$ cat src/rtl/spi_pkg.sv
`default_nettype none
// ============================================================================
// Module   : spi_pkg
// Purpose  : Shared register-bank geometry and scanner state encoding.
// Revision : 1.0
// ============================================================================
package spi_pkg;

    localparam int SPI_NREGS  = 16;
    localparam int SPI_ADDR_W = 4;
    localparam int SPI_DATA_W = 32;

    typedef enum logic [1:0] {
        SC_IDLE  = 2'd0,
        SC_READ  = 2'd1,
        SC_WRITE = 2'd2,
        SC_DONE  = 2'd3
    } scan_state_t;

endpackage
`default_nettype wire

$ cat src/rtl/scan_timer.sv
`default_nettype none
// ============================================================================
// Module   : scan_timer
// Purpose  : Free-running 0..SCAN_DIV-1 prescaler; Tick marks the last count.
// Revision : 1.0
// ============================================================================
module scan_timer #(
    parameter int SCAN_DIV = 50000
) (
    input  logic Clk,
    input  logic Reset_n,
    output logic Tick
);

    localparam int c_cnt_w = (SCAN_DIV > 1) ? $clog2(SCAN_DIV) : 1;
    localparam logic [c_cnt_w-1:0] c_last = c_cnt_w'(SCAN_DIV - 1);

    logic [c_cnt_w-1:0] r_count;

    always_ff @(posedge Clk or negedge Reset_n) begin
        if (!Reset_n) begin
            r_count <= '0;
        end else if (r_count == c_last) begin
            r_count <= '0;
        end else begin
            r_count <= r_count + c_cnt_w'(1);
        end
    end

    assign Tick = (r_count == c_last);

endmodule
`default_nettype wire

$ cat src/rtl/spi_reg_scanner.sv
`default_nettype none
// ============================================================================
// Module   : spi_reg_scanner
// Purpose  : Periodically mirrors the mosi bank into shadow command words and
//            writes a coherent status snapshot into the miso bank.
// Revision : 1.0
// ============================================================================
module spi_reg_scanner
    import spi_pkg::*;
#(
    parameter int N_CMD    = 8,
    parameter int N_STAT   = 8,
    parameter int SCAN_DIV = 50000
) (
    input  logic                         Clk,
    input  logic                         Reset_n,
    output logic                         Data_WE,
    output logic [SPI_ADDR_W-1:0]        Data_Addr,
    output logic [SPI_DATA_W-1:0]        Data_Write,
    input  logic [SPI_DATA_W-1:0]        Data_Read,
    input  logic [N_STAT*SPI_DATA_W-1:0] Stat_In,
    input  logic                         Scan_Now,
    input  logic                         Freeze,
    output logic [N_CMD*SPI_DATA_W-1:0]  Cmd_Out,
    output logic [N_CMD-1:0]             Cmd_Update,
    output logic                         Scan_Done
);

    generate
        if (N_CMD < 1 || N_CMD > SPI_NREGS) begin : g_bad_n_cmd
            $error("spi_reg_scanner: N_CMD must be 1..16");
        end
        if (N_STAT < 1 || N_STAT > SPI_NREGS) begin : g_bad_n_stat
            $error("spi_reg_scanner: N_STAT must be 1..16");
        end
        if (SCAN_DIV < N_CMD + N_STAT + 2) begin : g_bad_scan_div
            $error("spi_reg_scanner: SCAN_DIV too small for one scan");
        end
    endgenerate

    localparam logic [SPI_ADDR_W-1:0] c_last_cmd  = SPI_ADDR_W'(N_CMD - 1);
    localparam logic [SPI_ADDR_W-1:0] c_last_stat = SPI_ADDR_W'(N_STAT - 1);

    scan_state_t           r_state;
    logic [SPI_ADDR_W-1:0] r_index;
    logic                  r_pending;
    logic                  r_we;
    logic [SPI_DATA_W-1:0] r_wdata;
    logic                  r_done;
    logic [SPI_DATA_W-1:0] r_snap [N_STAT];
    logic [SPI_DATA_W-1:0] r_cmd  [N_CMD];
    logic [N_CMD-1:0]      r_upd;

    logic                  w_tick;
    logic                  w_start;
    logic [SPI_ADDR_W-1:0] w_index_inc;
    logic [SPI_DATA_W-1:0] w_snap_next;

    scan_timer #(
        .SCAN_DIV (SCAN_DIV)
    ) u_scan_timer (
        .Clk     (Clk),
        .Reset_n (Reset_n),
        .Tick    (w_tick)
    );

    assign w_start     = (r_state == SC_IDLE) && r_pending && !Freeze;
    assign w_index_inc = r_index + SPI_ADDR_W'(1);

    // Next miso word is preloaded so Data_Write leaves a register, not a mux.
    always_comb begin
        w_snap_next = '0;
        for (int k = 0; k < N_STAT; k++) begin
            if (w_index_inc == SPI_ADDR_W'(k)) begin
                w_snap_next = r_snap[k];
            end
        end
    end

    always_ff @(posedge Clk or negedge Reset_n) begin
        if (!Reset_n) begin
            r_state   <= SC_IDLE;
            r_index   <= '0;
            r_pending <= 1'b0;
            r_we      <= 1'b0;
            r_wdata   <= '0;
            r_done    <= 1'b0;
        end else begin
            r_done <= 1'b0;
            // A request landing in the start cycle merges into that scan.
            if (w_start) begin
                r_pending <= 1'b0;
            end else if (w_tick || Scan_Now) begin
                r_pending <= 1'b1;
            end

            case (r_state)
                SC_IDLE: begin
                    if (w_start) begin
                        r_state <= SC_READ;
                        r_index <= '0;
                    end
                end
                SC_READ: begin
                    if (r_index == c_last_cmd) begin
                        r_state <= SC_WRITE;
                        r_index <= '0;
                        r_we    <= 1'b1;
                        r_wdata <= r_snap[0];
                    end else begin
                        r_index <= w_index_inc;
                    end
                end
                SC_WRITE: begin
                    if (r_index == c_last_stat) begin
                        r_state <= SC_DONE;
                        r_index <= '0;
                        r_we    <= 1'b0;
                        r_done  <= 1'b1;
                    end else begin
                        r_index <= w_index_inc;
                        r_wdata <= w_snap_next;
                    end
                end
                SC_DONE: begin
                    r_state <= SC_IDLE;
                end
                default: begin
                    r_state <= SC_IDLE;
                end
            endcase
        end
    end

    always_ff @(posedge Clk or negedge Reset_n) begin
        if (!Reset_n) begin
            for (int k = 0; k < N_STAT; k++) begin
                r_snap[k] <= '0;
            end
        end else if (w_start) begin
            for (int k = 0; k < N_STAT; k++) begin
                r_snap[k] <= Stat_In[k*SPI_DATA_W +: SPI_DATA_W];
            end
        end
    end

    always_ff @(posedge Clk or negedge Reset_n) begin
        if (!Reset_n) begin
            for (int k = 0; k < N_CMD; k++) begin
                r_cmd[k] <= '0;
            end
            r_upd <= '0;
        end else begin
            r_upd <= '0;
            for (int k = 0; k < N_CMD; k++) begin
                if (r_state == SC_READ && r_index == SPI_ADDR_W'(k) && Data_Read != r_cmd[k]) begin
                    r_cmd[k] <= Data_Read;
                    r_upd[k] <= 1'b1;
                end
            end
        end
    end

    generate
        for (genvar k = 0; k < N_CMD; k++) begin : g_cmd_out
            assign Cmd_Out[k*SPI_DATA_W +: SPI_DATA_W] = r_cmd[k];
        end
    endgenerate

    assign Data_WE    = r_we;
    assign Data_Addr  = r_index;
    assign Data_Write = r_wdata;
    assign Cmd_Update = r_upd;
    assign Scan_Done  = r_done;

endmodule
`default_nettype wire

$ cat config.mk
export PLATFORM = sky130hd
export DESIGN_NAME = spi_reg_scanner
export DESIGN_NICKNAME = d
export VERILOG_FILES = /design/src/rtl/spi_pkg.sv /design/src/rtl/scan_timer.sv /design/src/rtl/spi_reg_scanner.sv
export SDC_FILE = /design/constraint.sdc
export NUM_CORES = 1
export LEC_CHECK = 0
export ABC_AREA = 1
export BUFFER_PORTS_ARGS = -buffer_cell sky130_fd_sc_hd__buf_2
export CORE_ASPECT_RATIO = 0.6
export CORE_MARGIN = 3
export CORE_UTILIZATION = 35
export CTS_BUF_LIST = sky130_fd_sc_hd__clkbuf_16
export DETAILED_ROUTE_END_ITERATION = 8
export GPL_TIMING_DRIVEN = 0
export HOLD_SLACK_MARGIN = 0.03
export PLACE_DENSITY = 0.51
export SLEW_MARGIN = 25
export SYNTH_ARGS = -nofsm -noshare
export SYNTH_HDL_FRONTEND = slang
export SYNTH_SLANG_ARGS = --single-unit
$ cat constraint.sdc
create_clock -name Clk -period 2.6 [get_ports Clk]
set_input_delay 0.26 -clock Clk [delete_from_list [all_inputs] [get_ports Clk]]
set_output_delay 0.26 -clock Clk [all_outputs]
set_load 0.03 [all_outputs]
==> metrics, run 1 <==
clock skew=0.0250 ns; Layout Nets=4712; Post-Synthesis Cells=3485; crit path time final=2.74 ns; Setup crit end kind=flop; Worst Path Required=3.13 ns; Post-synth ARST share=100%; CP max stage cell=dfrtp_2; Initial Util=35.5%; clock insertion delay at the later pin of the skew report=0.64 ns; post-synthesis mux area share=0%; CP peak stage delay=0.49 ns; Max Transition Viols Final=0; die footprint=84600 um^2; Mapped Area=28300 um^2; first-pass GRT wire length=191 mm; Final GP Congestion=0.998; status=finished with violations; area grow syn2layout=33.8%; largest net degree at the start of global routing=89; drt via density=5.14; crit path from=Data_Addr[0]; GR Overflow Total=0; Synth Area per Inst=8.13 um^2; share of cells above drive strength 1=23.1%; wire per inst=25.1 um; Worst Hold Class=in -> async; Rows=80; # fillers=7982; library cells used by synthesis=40; Data arrival, critical path=3.27 ns; Register Area=14400 um^2; CP max FO=7; largest family of logic cells by synthesized area=simple AND/OR/NAND/NOR gates; drt total wl=139 mm; antenna violation net count after detailed routing=0; Final WS setup=-0.140 ns; Synth warnings=0; relative slew slack=29.9%; DRC=0; Power Density=1420 nW/um^2; top-area cell type share of the netlist area=50.9%; detailed-placement wirelength estimate=108 mm; LEAKAGE=19.1 nW; Max rail drop VDD=0.000790 V; Die Y=226 um; fmax=365 MHz; Setup TNS=-0.713 ns; core area=79900 um^2; initial antenna violation count=6; number of global-route vias before repair=26.5k; top-count cell post-synth=nand2_1; Mapped Nets=3790; final period utilization=105%; r2r startpoint=Data_Addr[0]; CP dominant cell by count=nand2_1; DR iter-0 viols=3671; failing checks=negative setup slack; clk sinks=577; Root Buffer=clkbuf_16; Die X=373 um; Synth Area in XOR/XNOR=5.53%; Final Hold Fails=0; Global Route Usage Sum=31.4%; Post-Synth Simple-Gate Area=23.8%; DR pass1 iterations=5; worst-margin pin slew=1.05 ns; Ports=594; CTS tree=built; setup violators final=22; register bit total from synthesis=577; Worst-path clk slew=0.07 ns; vias post-DR=28.4k; adder-cell share of the synthesized area=0.574%; cells along the critical path=ha_4 -> xnor2_4 -> buf_6 -> nand3_4 -> buf_2 -> o21ai_1 -> inv_1 -> nand2_1 -> nand4_1 -> nand2_2 -> nand2_1 -> nand2_1 -> a21boi_1; area leader, netlist=dfrtp_1; CP startpoint kind=flop; EDFF count, synth=0; multi-input logic area=11800 um^2; RSZ-0062 raised after global routing=true; Max Cap Violations=0; top cells by count, synth=nand2_1, dfrtp_1, o21ai_0; Synth Flop Type=dfrtp_1; Seq/Total Area, Yosys=50.9%; Crit Path Class=reg -> reg; Hold WS=0.103 ns; complex-gate fraction of the synthesized area=10.6%; PortBufs=568; CTS buffer count=58; Clock Path Buffers=3; Pwr Total=53.9 mW; htree depth=2; largest cells by area after synthesis=dfrtp_1, nand2_1, o21ai_0
[repair_timing]
action | in CTS | in global routing
endpoints found under the setup margin | 276 | 267
endpoints found under the hold margin | 531 | 0
gates resized for setup | 57 | 192
gates cloned | 0 | 5
pin swaps | 17 | 53
setup buffers | 10 | 14
hold buffers | 258 | 0
[critical path, delay by kind of cell (launching register included)]
kind,cells,cell delay [ns]
flops,1,0.49
fa+ha+maj,1,0.21
buf+inv,3,0.46
compound gates,2,0.14
simple gates,6,1.10
xor+xnor,1,0.20
[kinds of logic after synthesis]
family,after synthesis
flops,577
xor+xnor,178
buf+inv,544
fa+ha+maj,13
simple gates,1609
compound gates,564
[worst paths after layout]
path	cells past startpoint	endpoint	slack (ns)
max in group asynchronous	4	Cmd_Out[81]	1.20
min	2	r_snap[14]	0.10
max	13	Data_Write[24]	-0.14
min in group Clk	3	Cmd_Out[102]	0.27
max reg2reg	13	Data_Write[24]	-0.14
min reg2reg	1	u_scan_timer.r_count[0]	0.45
[cell usage in the layout, fill, tap and decap left out, types with 31 or more instances in the layout]
| cell type | n |
|---|---|
| buf_4 | 68 |
| a21oi_1 | 35 |
| nand2_1 | 1196 |
| nor2_1 | 67 |
| nand2_2 | 43 |
| dfrtp_1 | 573 |
| clkbuf_1 | 63 |
| o21ai_1 | 86 |
| clkbuf_16 | 62 |
| dlygate4sd3_1 | 258 |
| nand4_1 | 143 |
| or2_2 | 47 |
| xnor2_1 | 155 |
| buf_2 | 632 |
| inv_2 | 31 |
| nand3_1 | 54 |
| o21ai_0 | 362 |
| inv_1 | 290 |
[sequential cells by signal (all words and copies together), names as in the netlist]
signal,count
Cmd_Out,256
r_state,2
Data_Write,32
r_snap,256
Data_Addr,4
Scan_Done,1
Cmd_Update,8
u_scan_timer.r_count,16
r_pending,1
Data_WE,1
[report_power, final]
group / leakage [nW] / switching (mW) / total (mW) / internal (mW)
registers: 7.05 / 3.97 / 17.3 / 13.3
clock network: 0.921 / 3.90 / 8.28 / 4.39
logic: 11.2 / 19.6 / 28.4 / 8.74
[area by class of cell]
| class | instances | share of cell area (%) |
|---|---|---|
| Antenna cell | 3 | 0.0198 |
| Buffer | 231 | 3.87 |
| Clock buffer | 59 | 3.89 |
| Clock inverter | 48 | 0.772 |
| Inverter | 312 | 3.10 |
| Multi-Input combinational cell | 2364 | 31.1 |
| Sequential cell | 577 | 38.1 |
| Tap cell | 1066 | 3.52 |
| Timing Repair Buffer | 863 | 15.7 |
[metrics by stage]
step	utilization, %	cell area (um^2)	worst slack [ns]	instances
global route	47.5	37900	-0.160	5521
finish	47.5	37900	-0.140	5523
detailed placement	41.0	32700	-0.641	5127
floorplan	-	28300	0.443	3485
CTS	46.7	37300	-0.0112	5502
global placement	40.7	32500	-11.63	5119
[routing by layer]
metal,share of wire (%),GRT usage (%)
met3,12,11.7
met4,1.7,5.50
met5,0.0094,0
met2,38,40.7
met1,48,48.9
(Power assumes the default switching activity.)
==> run 2: changes to the inputs <==
--- a/config.mk
+++ b/config.mk
@@ -11,9 +11,10 @@
 export CORE_MARGIN = 3
 export CORE_UTILIZATION = 35
-export CTS_BUF_LIST = sky130_fd_sc_hd__clkbuf_16
+export CTS_BUF_LIST = sky130_fd_sc_hd__clkbuf_8
 export DETAILED_ROUTE_END_ITERATION = 8
 export GPL_TIMING_DRIVEN = 0
 export HOLD_SLACK_MARGIN = 0.03
 export PLACE_DENSITY = 0.51
+export RECOVER_POWER = 100
 export SLEW_MARGIN = 25
 export SYNTH_ARGS = -nofsm -noshare
==> constraint.sdc (replaced) <==
create_clock -name Clk -period 2.6 [get_ports Clk]
set_input_delay 0.39 -clock Clk [delete_from_list [all_inputs] [get_ports Clk]]
set_output_delay 0.39 -clock Clk [all_outputs]
set_load 0.03 [all_outputs]
==> metrics, run 2 (synthesized netlist as in run 1, its figures left out) <==
Max Transition Viols Final=0 (unchanged); area grow syn2layout=34.0% (was 33.8%); failing checks=negative setup slack (unchanged); status=finished with violations (unchanged); Register Area=14400 um^2 (about the same); Die Y=226 um (unchanged); Worst Hold Class=in -> async (unchanged); CTS buffer count=93 (was 58); Crit Path Class=reg -> reg (unchanged); CTS tree=built (unchanged); LEAKAGE=18.8 nW (was 19.1 nW); number of global-route vias before repair=26.7k (was 26.5k); placed cell count=5127 (unchanged); initial antenna violation count=9 (was 6); worst-margin pin slew=1.25 ns (was 1.05 ns); Die X=373 um (unchanged); Rows=80 (unchanged); detailed-placement wirelength estimate=108 mm (unchanged); vias post-DR=28.8k (was 28.4k); CP max stage cell=dfrtp_2 (unchanged); share of cells above drive strength 1=20.7% (was 23.1%); Final Hold Fails=0 (unchanged); Ports=594 (unchanged); die footprint=84600 um^2 (unchanged); final period utilization=105% (about the same); Setup crit end kind=flop (unchanged); Final WS setup=-0.137 ns (was -0.140 ns); clock skew=0.0316 ns (was 0.0250 ns); DR pass1 iterations=6 (was 5); Setup TNS=-0.436 ns (was -0.713 ns); Root Buffer=clkbuf_8 (was clkbuf_16); Worst Path Required=3.27 ns (was 3.13 ns); crit path time final=2.74 ns (about the same); cells along the critical path=buf_6 -> nand3_1 -> nand2_2 -> nand2_4 -> buf_6 -> nand3_4 -> buf_8 -> buf_8 -> nand3_1 -> nand2_1 -> nand4_1 -> nand2_2 -> nand2_1 -> nand2_1 -> a21boi_1 (was ha_4 -> xnor2_4 -> buf_6 -> nand3_4 -> buf_2 -> o21ai_1 -> inv_1 -> nand2_1 -> nand4_1 -> nand2_2 -> nand2_1 -> nand2_1 -> a21boi_1); Layout Nets=4757 (was 4712); htree depth=3 (was 2); wire per inst=24.9 um (was 25.1 um); Pwr Total=54.2 mW (was 53.9 mW); fin cells=5600 (was 5523); Final GP Congestion=0.998 (unchanged); Power Density=1430 nW/um^2 (was 1420 nW/um^2); clk sinks=577 (unchanged); Final Core Density=47.6% (was 47.5%); Max rail drop VDD=0.000616 V (was 0.000790 V); GR Overflow Total=0 (unchanged); Data arrival, critical path=3.41 ns (was 3.27 ns); setup violators final=9 (was 22); clock insertion delay at the later pin of the skew report=0.79 ns (was 0.64 ns); multi-input logic area=11900 um^2 (was 11800 um^2); CP max FO=8 (was 7); Global Route Usage Sum=31.7% (was 31.4%); # fillers=8057 (was 7982); PortBufs=568 (unchanged); CP peak stage delay=0.46 ns (was 0.49 ns); DRC=0 (unchanged); largest net degree at the start of global routing=89 (unchanged); drt via density=5.15 (was 5.14); CP dominant cell by count=nand2_1 (unchanged); Worst-path clk slew=0.07 ns (about the same); relative slew slack=16.5% (was 29.9%); worst slack, placed=-0.641 ns (unchanged); first-pass GRT wire length=193 mm (was 191 mm); DR iter-0 viols=3634 (was 3671); most common cell after layout, fill and taps aside=nand2_1 (unchanged); CP startpoint kind=flop (unchanged); RSZ-0062 raised after global routing=true (unchanged); Clock Path Buffers=3 (unchanged); antenna violation net count after detailed routing=0 (unchanged); Initial Util=35.5% (unchanged); core area=79900 um^2 (unchanged); fmax=365 MHz (about the same); Max Cap Violations=0 (unchanged); drt total wl=139 mm (about the same); highest-count cells in the layout ignoring fill and taps=nand2_1, dfrtp_1, buf_2 (was nand2_1, buf_2, dfrtp_1)
## run 2: changes by cell type in the layout (fill, tap and decap cells not counted), moves of 13 or more
cell / delta
buf_2: -169
clkbuf_1: +173
clkbuf_16: -58
clkbuf_8: +120
clkinv_1: -14
inv_1: +13
## run 2: power by group
part | internal (mW) | switching (mW) | total, mW
Combinational | 8.54 | 19.8 | 28.3
Sequential | 13.3 | 4.03 | 17.3
Clock | 4.41 | 4.15 | 8.55
## run 2: path summary, 6_finish.rpt
| kind | to | slack [ns] | startpoint | depth (start not counted) |
|---|---|---|---|---|
| max reg2reg | Data_Write[24] | -0.14 | Data_Addr[0] | 15 |
| min in group Clk | Cmd_Out[102] | 0.23 | Data_Read[6] | 3 |
| max | Data_Write[24] | -0.14 | Data_Addr[0] | 15 |
| min | r_snap[15] | 0.07 | Reset_n | 2 |
| min reg2reg | u_scan_timer.r_count[0] | 0.45 | u_scan_timer.r_count[0] | 1 |
| max in group asynchronous | Cmd_Out[101] | 0.25 | Reset_n | 4 |
## run 2: cell type report
type                    instances  share of cell area, %
clock buffers                 121                   4.38
clock inverters                51                  0.807
plain buffers                 231                   3.89
repair buffers                872                   15.0
inverters                     312                   3.10
diodes                          5                 0.0329
multi-input cells            2365                   31.3
flip-flops and latches        577                   38.0
well taps                    1066                   3.51
## run 2: metrics by stage
stage | hold slack (ns) | cell area (um^2)
CTS | 0.0556 | 37600
global placement | 0.446 | 32500
finish | 0.0654 | 38000
detailed placement | 0.301 | 32700
floorplan | 0.0944 | 28300
global route | 0.0463 | 38000
## run 2: metal layers
layer	track usage (%)	routed length, um	up-vias
met5	0	27	-
met4	5.28	2240	4
met3	10.7	16600	151
met2	40.7	53400	1351
met1	50.6	67100	14200
li1	-	-	13100
## run 2: critical path, delay by kind of cell (launching register included)
family                 cells  cell delay (ns)
and+or+nand+nor           10             1.51
buffers and inverters      4             0.57
DFF                        1             0.46
AOI/OAI and AO/OA          1             0.06
## run 2: timing repair
item	CTS	global route
setup buffers	14	18
hold endpoints to repair	531	0
gates resized for setup	59	210
setup endpoints to repair	279	266
pin swaps	12	57
hold buffers	258	0
gates cloned	2	5
==> run 3: changes to the inputs <==
clock period = 3.4 ns   (was 2.6 ns; I/O delays follow)
==> metrics, run 3 (synthesized netlist as in run 1, its figures left out) <==
area grow syn2layout=29.6% (was 34.0%); drt total wl=138 mm (was 139 mm); most common cell after layout, fill and taps aside=nand2_1 (unchanged); number of global-route vias before repair=26.7k (about the same); sw frac=52.5% (was 51.6%); Data arrival, critical path=3.88 ns (was 3.41 ns); Critical path buffers and inverters=2 (was 4); placed cell count=5127 (unchanged); Max rail drop VDD=0.000460 V (was 0.000616 V); Power Density=1080 nW/um^2 (was 1430 nW/um^2); Die X=373 um (unchanged); Max Cap Violations=1 (was 0); crit path time final=3.27 ns (was 2.74 ns); first-pass GRT wire length=192 mm (was 193 mm); CP startpoint kind=flop (unchanged); wire per inst=24.8 um (was 24.9 um); highest-count cells in the layout ignoring fill and taps=nand2_1, dfrtp_1, o21ai_0 (was nand2_1, dfrtp_1, buf_2); Internal=18.8 mW (was 26.2 mW); Die Y=226 um (unchanged); relative slew slack=-63.8% (was 16.5%); Initial Util=35.5% (unchanged); Ports=594 (unchanged); final period utilization=96.0% (was 105%); LEAKAGE=17.9 nW (was 18.8 nW); DR pass1 iterations=6 (unchanged); Worst Hold Class=in -> reg (was in -> async); logic gate share of total power=49.9% (was 52.3%); setup violators final=0 (was 9); CTS tree=built (unchanged); DR iter-0 viols=3356 (was 3634); Final Hold Fails=0 (unchanged); RSZ-0062 raised after global routing=false (was true); largest net degree at the start of global routing=89 (unchanged); share of cells above drive strength 1=13.3% (was 20.7%); Global Route Usage Sum=31.6% (was 31.7%); failing checks=max-capacitance violations, max-slew violations (was negative setup slack); clk sinks=577 (unchanged); core area=79900 um^2 (unchanged); PortBufs=568 (unchanged); Hold WS=0.377 ns (was 0.0654 ns); CP peak stage delay=0.92 ns (was 0.46 ns); GR Overflow Total=0 (unchanged); Setup crit end kind=flop (unchanged); Worst-path clk slew=0.07 ns (about the same); vias post-DR=28.6k (was 28.8k); Layout Nets=4719 (was 4757); Root Buffer=clkbuf_8 (unchanged); status=finished with violations (unchanged); post-route design area=36700 um^2 (was 38000 um^2); fin cells=5561 (was 5600); cells along the critical path=xnor2_1 -> nand4_1 -> nor4_1 -> nand4_1 -> nand2_1 -> clkbuf_2 -> buf_4 -> o21ai_0 (was buf_6 -> nand3_1 -> nand2_2 -> nand2_4 -> buf_6 -> nand3_4 -> buf_8 -> buf_8 -> nand3_1 -> nand2_1 -> nand4_1 -> nand2_2 -> nand2_1 -> nand2_1 -> a21boi_1); fmax=306 MHz (was 365 MHz); net switching power=20.7 mW (was 28.0 mW); Crit Path Class=reg -> reg (unchanged); worst slack, placed=0.159 ns (was -0.641 ns); DRC=0 (unchanged); Final WS setup=0.134 ns (was -0.137 ns); Final GP Congestion=0.998 (unchanged); crit-path leading delay family=simple AND/OR/NAND/NOR gates (unchanged); Worst Path Required=4.01 ns (was 3.27 ns); CP dominant cell by count=nand4_1 (was nand2_1); Clock Path Buffers=3 (unchanged); initial antenna violation count=8 (was 9); CP max FO=10 (was 8); Max Transition Viols Final=36 (was 0); Clock power frac=16.6% (was 15.8%); CTS buffer count=93 (unchanged); drt via density=5.15 (about the same); clock insertion delay at the later pin of the skew report=0.80 ns (was 0.79 ns); die footprint=84600 um^2 (unchanged); clock skew=0.0364 ns (was 0.0316 ns); htree depth=3 (unchanged); CP max stage cell=xnor2_1 (was dfrtp_2); worst-margin pin slew=2.46 ns (was 1.25 ns); detailed-placement wirelength estimate=108 mm (unchanged); Setup TNS=0 ns (was -0.436 ns); antenna violation net count after detailed routing=0 (unchanged); Rows=80 (unchanged); sequential share of power=33.5% (was 32.0%); Placement Cell Area=32700 um^2 (unchanged)
-- run 3: through the flow --
stage / power (mW) / utilization [%]
after floorplan: 24.4 / -
after global placement: 32.6 / 40.7
after detailed placement: 32.8 / 41.0
after CTS: 39.7 / 46.7
after global routing: 41.7 / 46.0
final: 39.5 / 46.0
-- run 3: per-layer routing --
metal	global-route usage, %	routed length, um	vias to the layer above
met1	48.7	65300	14000
li1	-	-	13000
met5	0.610	90	-
met2	40.1	52100	1416
met3	13.1	17700	183
met4	6.16	2780	4
-- run 3: layout make-up --
type	count	area, um^2
Buffer	232	1110
Sequential cell	577	14400
Tap cell	1066	1330
Multi-Input combinational cell	2364	11500
Timing Repair Buffer	834	5220
Fill cell	8252	43100
Clock buffer	121	1670
Clock inverter	51	307
Antenna cell	4	10.0
Inverter	312	1170
-- run 3: worst paths after layout --
kind | start | endpoint | slack [ns] | depth (start not counted)
worst max register to register | Cmd_Out[79] | Cmd_Out[82] | 0.13 | 8
max in group asynchronous | Reset_n | Cmd_Out[101] | 0.46 | 4
min in group asynchronous | Reset_n | r_snap[15] | 1.02 | 2
worst max-delay path | Cmd_Out[79] | Cmd_Out[82] | 0.13 | 8
worst min-delay path | Data_Read[6] | Cmd_Out[102] | 0.38 | 3
worst min register to register | u_scan_timer.r_count[0] | u_scan_timer.r_count[0] | 0.46 | 1
-- run 3: repair_timing --
| action | in CTS | in global routing |
|---|---|---|
| endpoints found under the hold margin | 441 | 0 |
| setup endpoints to repair | 0 | 17 |
| buffers inserted | 0 | 0 |
| gates resized for setup | 0 | 2 |
| hold buffers | 258 | 0 |
-- run 3: power groups by stage --
stage          Sequential, mW  Combinational, mW  Clock [mW]
6_report                 13.2               19.7        6.55
4_1_cts                  13.0               20.0        6.62
3_3_place_gp             13.1               19.5           0
3_5_place_dp             13.1               19.7           0
5_1_grt                  13.5               21.3        6.92
2_1_floorplan            15.7               8.72           0
-- run 3: tightest hold or removal path: cells and delay by family --
family | cells | cell delay (ns)
buf+inv | 2 | 0.46
compound gates | 1 | 0.13
